## config.mk

```make
export PLATFORM = sky130hd
export DESIGN_NAME = detector_jogada_debounce
export DESIGN_NICKNAME = d
export VERILOG_FILES = /design/src/rtl/detector_jogada_pkg.sv /design/src/rtl/detector_jogada_debounce_sync.sv /design/src/rtl/detector_jogada_debounce.sv
export SDC_FILE = /design/constraint.sdc
export NUM_CORES = 1
export LEC_CHECK = 0
export ABC_AREA = 1
export CAP_MARGIN = 25
export CORE_MARGIN = 2
export CORE_UTILIZATION = 40
export CTS_BUF_LIST = sky130_fd_sc_hd__clkbuf_4
export DETAILED_ROUTE_END_ITERATION = 10
export GPL_ROUTABILITY_DRIVEN = 0
export GPL_TIMING_DRIVEN = 0
export PLACE_DENSITY_LB_ADDON = 0.08
export SETUP_SLACK_MARGIN = 0.15
export SKIP_LAST_GASP = 1
export SLEW_MARGIN = 20
export SYNTH_ARGS = -nofsm -noshare
export SYNTH_HDL_FRONTEND = slang
export SYNTH_SLANG_ARGS = --single-unit
```

## constraint.sdc

```tcl
create_clock -name clock -period 1.85 [get_ports clock]
set_input_delay 0.2775 -clock clock [delete_from_list [all_inputs] [get_ports clock]]
set_output_delay 0.2775 -clock clock [all_outputs]
set_load 0.02 [all_outputs]
```

## src/rtl/detector_jogada_pkg.sv

```systemverilog
// Shared types and constants for the switch press detector (detector_jogada_debounce).
// Holds the FSM state encoding, the default parameter values and the one-hot test.
package detector_jogada_pkg;

    localparam int N_CHAVES_PADRAO        = 4;
    localparam int DEBOUNCE_CICLOS_PADRAO = 5;
    localparam int TIMEOUT_CICLOS_PADRAO  = 3000;

    typedef enum logic [2:0] {
        OCIOSO         = 3'd0,
        ESTABILIZA     = 3'd1,
        REGISTRA       = 3'd2,
        INVALIDA       = 3'd3,
        AGUARDA_SOLTAR = 3'd4
    } estado_detector_t;

    // True when exactly one bit is set; callers zero-extend narrower vectors.
    function automatic logic eh_one_hot(input logic [31:0] value);
        return (value != 32'd0) && ((value & (value - 32'd1)) == 32'd0);
    endfunction

endpackage

```

## src/rtl/detector_jogada_debounce_sync.sv

```systemverilog
// Two-flop synchronizer for the raw switch levels, asynchronous active-low reset to 0.
module sincronizador_2ff #(
    parameter int LARGURA = 4
) (
    input  logic               clock,
    input  logic               reset,
    input  logic [LARGURA-1:0] d,
    output logic [LARGURA-1:0] q
);

    logic [LARGURA-1:0] meta;

    always_ff @(posedge clock or negedge reset) begin
        if (!reset) begin
            meta <= '0;
            q    <= '0;
        end else begin
            meta <= d;
            q    <= meta;
        end
    end

endmodule

```

## src/rtl/detector_jogada_debounce.sv

```systemverilog
// Synchronizes, debounces and one-hot validates switch presses for the memory game.
// Optional idle timeout is built only when DETECTOR_TIMEOUT_EN is defined.
module detector_jogada_debounce
    import detector_jogada_pkg::*;
#(
    parameter int N_CHAVES        = N_CHAVES_PADRAO,
    parameter int DEBOUNCE_CICLOS = DEBOUNCE_CICLOS_PADRAO,
    parameter int TIMEOUT_CICLOS  = TIMEOUT_CICLOS_PADRAO
) (
    input  logic                clock,
    input  logic                reset,
    input  logic                habilita,
    input  logic [N_CHAVES-1:0] chaves,
    output logic                jogada_feita,
    output logic [N_CHAVES-1:0] jogada,
    output logic                jogada_invalida,
    output logic                timeout,
    output logic [2:0]          db_estado
);

    localparam int MAX_CICLOS = (DEBOUNCE_CICLOS > TIMEOUT_CICLOS) ? DEBOUNCE_CICLOS : TIMEOUT_CICLOS;
    localparam int CNT_W      = $clog2(MAX_CICLOS);
    localparam logic [CNT_W-1:0] CNT_FIM = CNT_W'(DEBOUNCE_CICLOS - 1);

    logic [N_CHAVES-1:0] s;
    estado_detector_t    estado, estado_prox;
    logic [CNT_W-1:0]    cnt, cnt_prox;
    logic [N_CHAVES-1:0] cap, cap_prox;
    logic [N_CHAVES-1:0] jogada_prox;

    sincronizador_2ff #(
        .LARGURA (N_CHAVES)
    ) u_sinc (
        .clock (clock),
        .reset (reset),
        .d     (chaves),
        .q     (s)
    );

    always_ff @(posedge clock or negedge reset) begin
        if (!reset) begin
            estado <= OCIOSO;
            cnt    <= '0;
            cap    <= '0;
            jogada <= '0;
        end else begin
            estado <= estado_prox;
            cnt    <= cnt_prox;
            cap    <= cap_prox;
            jogada <= jogada_prox;
        end
    end

    // jogada_feita / jogada_invalida are single-cycle Moore pulses with no backpressure:
    // the consumer samples them in the cycle they are high; jogada is updated on the
    // edge that ends the jogada_feita cycle and then holds until the next valid press.
    always_comb begin
        estado_prox     = estado;
        cnt_prox        = cnt;
        cap_prox        = cap;
        jogada_prox     = jogada;
        jogada_feita    = 1'b0;
        jogada_invalida = 1'b0;

        case (estado)
            OCIOSO: begin
                cnt_prox = '0;
                if (s != '0) begin
                    if (habilita) begin
                        estado_prox = ESTABILIZA;
                        cap_prox    = s;
                    end else begin
                        // Press made while disabled is dropped until the keys are released.
                        estado_prox = AGUARDA_SOLTAR;
                    end
                end
            end
            ESTABILIZA: begin
                if (s == '0) begin
                    estado_prox = OCIOSO;
                    cnt_prox    = '0;
                end else if (s != cap) begin
                    cap_prox = s;
                    cnt_prox = '0;
                end else if (cnt == CNT_FIM) begin
                    cnt_prox    = '0;
                    estado_prox = eh_one_hot(32'(cap)) ? REGISTRA : INVALIDA;
                end else begin
                    cnt_prox = cnt + 1'b1;
                end
            end
            REGISTRA: begin
                jogada_feita = 1'b1;
                jogada_prox  = cap;
                cnt_prox     = '0;
                estado_prox  = AGUARDA_SOLTAR;
            end
            INVALIDA: begin
                jogada_invalida = 1'b1;
                cnt_prox        = '0;
                estado_prox     = AGUARDA_SOLTAR;
            end
            AGUARDA_SOLTAR: begin
                if (s != '0) begin
                    cnt_prox = '0;
                end else if (cnt == CNT_FIM) begin
                    cnt_prox    = '0;
                    estado_prox = OCIOSO;
                end else begin
                    cnt_prox = cnt + 1'b1;
                end
            end
            default: begin
                estado_prox = OCIOSO;
                cnt_prox    = '0;
            end
        endcase
    end

    assign db_estado = estado;

`ifdef DETECTOR_TIMEOUT_EN
    localparam logic [CNT_W-1:0] TCNT_FIM = CNT_W'(TIMEOUT_CICLOS - 1);

    logic [CNT_W-1:0] tcnt;
    logic             timeout_q;

    always_ff @(posedge clock or negedge reset) begin
        if (!reset) begin
            tcnt      <= '0;
            timeout_q <= 1'b0;
        end else begin
            timeout_q <= 1'b0;
            if (estado == OCIOSO && habilita && s == '0) begin
                if (tcnt == TCNT_FIM) begin
                    tcnt      <= '0;
                    timeout_q <= 1'b1;
                end else begin
                    tcnt <= tcnt + 1'b1;
                end
            end else begin
                tcnt <= '0;
            end
        end
    end

    assign timeout = timeout_q;
`else
    assign timeout = 1'b0;
`endif

endmodule

```

==> impl_metrics.toml <==
[clock_network]
post-cts-setup-buffers = 0
cts_root_buf = "clkbuf_4"
clkSinkCount = 31
htreeDepth = 2
tritoncts = "done"
clk_pin_slew_ps = 110
clock_path_buffers = 2
cts-buffers-inserted = 5
clkLatencyLatePin_ps = 340

[grt]
grt_usage_pct = 14.93
grt_max_degree = 32
grt.overflow.total = 0
first_global_vias = 1128
antenna_found_initial = 0
grt_pass1_wl_um = 4892

[setup_path]
cp_top_family = "buffers and inverters"
cp_slowest_cell = "clkdlybuf4s50_1"
end_kind = "output port"
crit_path_start = "db_estado[1]"
cp.arrival_ps = 1350
crit_type = "flop to output port"
cp_max_fo = 3
worstReg2RegStart = "cnt[0]"
crit_required_ps = 1570
max_stage_delay_ps = 620
crit_chain = "clkdlybuf4s50_1"
crit_buf_inv = 1
cp-start-kind = "flop"

[sta]
rsz0062_at_grt = "false"
slew_headroom_pct = 55.03
layout_min_cycle_time_ps = 1629
slew_viol_final = 0
fin_ws_ps = 220.6
max_slew.worst_pin.slew_ps = 674.6
period_share_pct = 88.08
hold_ws_ps = 359.9
hold_viol_final = 0
fmax_ghz = 0.6137
setup_viol = 0
skew_ps = 10.40

[layout]
fill_cells = 377
nNetsFinal = 222
final_layout_size_suffix_gt1_share_pct = 18.69
utilization_pct = 49.12
layoutNonFillerInstCount = 262
syn_to_final_growth_pct = 17.34
antenna_cells = 0

[synth]
ys_seq_elements = 31
ys.flop_type = "dfrtp_1"
syn_avg_cell_area_um2 = 8.126
syn_nets = 199
netlist_instances = 190
synth_cell_types = 25
async_flop_share_pct = 100.0
synth_edf_count = 0
ys_seq_area_share_pct = 50.24
synth.cell_area_mm2 = 0.001544
yosys_warnings = 0

[power_and_ir_drop]
finalPower_mw = 2.174
power.leakage_nw = 0.8515
cellPowerDensity_mw_per_mm2 = 1200
vdd_drop_max_mv = 0.4501

[detailed_routing]
via_per_inst = 4.580
ant_nets = 0
drtPass1Iterations = 4
initialDrtViolationCount = 67
wl_per_cell_um = 10.52
vias = 1200
drc = 0
finalWirelength_um = 2756

[min_path]
min_from = "u_sinc.meta[3]"
hold_path_class = "flop to flop"

[placed_design]
dpl_worst_slack_ps = 220.3
hpwlAfterDp_um = 2066
dp_cells = 253
portBuffers = 15

[floorplan]
ios = 17
core_area_mm2 = 0.003689
start_util_pct = 41.86
row_count = 22
die_h_um = 66.13
die_w_um = 66.13
die_area_mm2 = 0.004373

[job]
maxCapViolCount = 0

[status]
status = "finished clean"
sequential cells by signal, summed over array words and instances (netlist names):
signal,flops
u_sinc.q,4
db_estado,3
cap,4
jogada,4
u_sinc.meta,4
cnt,12
per-stage QoR:
step	instance area (um^2)	setup TNS, ps
after floorplan	1544	0
after global placement	1754	-344.8
after detailed placement	1749	0
after CTS	1817	0
after global routing	1812	0
final	1812	0
synth_stat cells (2+ instances only):
cell type / count / area share (%)
nand2_1: 47 / 11
dfrtp_1: 31 / 50
inv_1: 23 / 5.6
nor2_1: 17 / 4.1
nor2_2: 13 / 5.3
o21ai_0: 13 / 4.2
inv_2: 9 / 2.2
nand3_1: 8 / 2.6
xor2_1: 6 / 3.4
nor3_1: 3 / 0.97
a21oi_1: 2 / 0.65
ha_1: 2 / 1.6
nand2_2: 2 / 0.81
nand4_1: 2 / 0.81
o21ai_1: 2 / 0.65
power by group:
group,internal (mW),switching [mW]
clock network,0.152,0.268
logic,0.322,0.517
registers,0.800,0.115
total,1.27,0.900
area by class of cell:
type | instances | area (um^2) | share of cell area, %
tap | 48 | 60.06 | 3.315
clock inverter | 3 | 23.77 | 1.312
inverter | 32 | 120.1 | 6.630
timing repair buffer | 16 | 146.4 | 8.080
sequential | 31 | 775.7 | 42.82
clock buffer | 5 | 37.54 | 2.072
buffer | 2 | 18.77 | 1.036
multi-input combinational | 125 | 629.4 | 34.74
cells by family (layout without fill, tap and decap cells):
group | after synthesis | after routing | share of synthesized area (%)
other | 1 | 1 | 0.2429
AO/OA/AOI/OAI | 21 | 21 | 7.780
buffers and inverters | 34 | 58 | 8.995
XOR/XNOR | 7 | 7 | 3.971
flip-flops | 31 | 31 | 50.24
adder cells (fa/ha/maj) | 2 | 2 | 1.620
AND/OR/NAND/NOR | 94 | 94 | 27.15
cell usage in the layout (no fill, tap or decap), types with 3 or more instances in the layout:
cell type        Yosys  layout
nor2_1              17      17
nand2_1             47      47
clkbuf_4             0       5
clkdlybuf4s50_1      0      10
inv_1               23      23
dfrtp_1             31      31
o21ai_0             13      13
nand3_1              8       8
xor2_1               6       6
inv_2                9       9
nor3_1               3       3
nor2_2              13      13
per-layer routing:
metal	global-route usage, %	vias to the layer above	routed length (um)
met4	6.122	0	17
met2	22.88	22	1251
met3	5.111	2	126
met1	19.23	552	1360
li1	-	624	-
met5	0	-	0
worst paths after layout:
path                                end  slack (ps)  depth (start not counted)
hold / removal              u_sinc.q[3]         360                          0
max in group asynchronous        cnt[6]         910                          2
min in group asynchronous     jogada[1]         490                          2
setup / recovery           db_estado[1]         220                          1
hold reg to reg             u_sinc.q[3]         360                          0
setup reg to reg           db_estado[1]         400                          8
repair_timing:
action                                  4_1_cts  5_1_grt
hold buffers                                  1        0
gates resized for setup                       3        7
endpoints found under the setup margin        3        3
pin swaps                                     0        0
hold endpoints to repair                     31        0
Note: power is estimated with default switching activity, not from simulation.
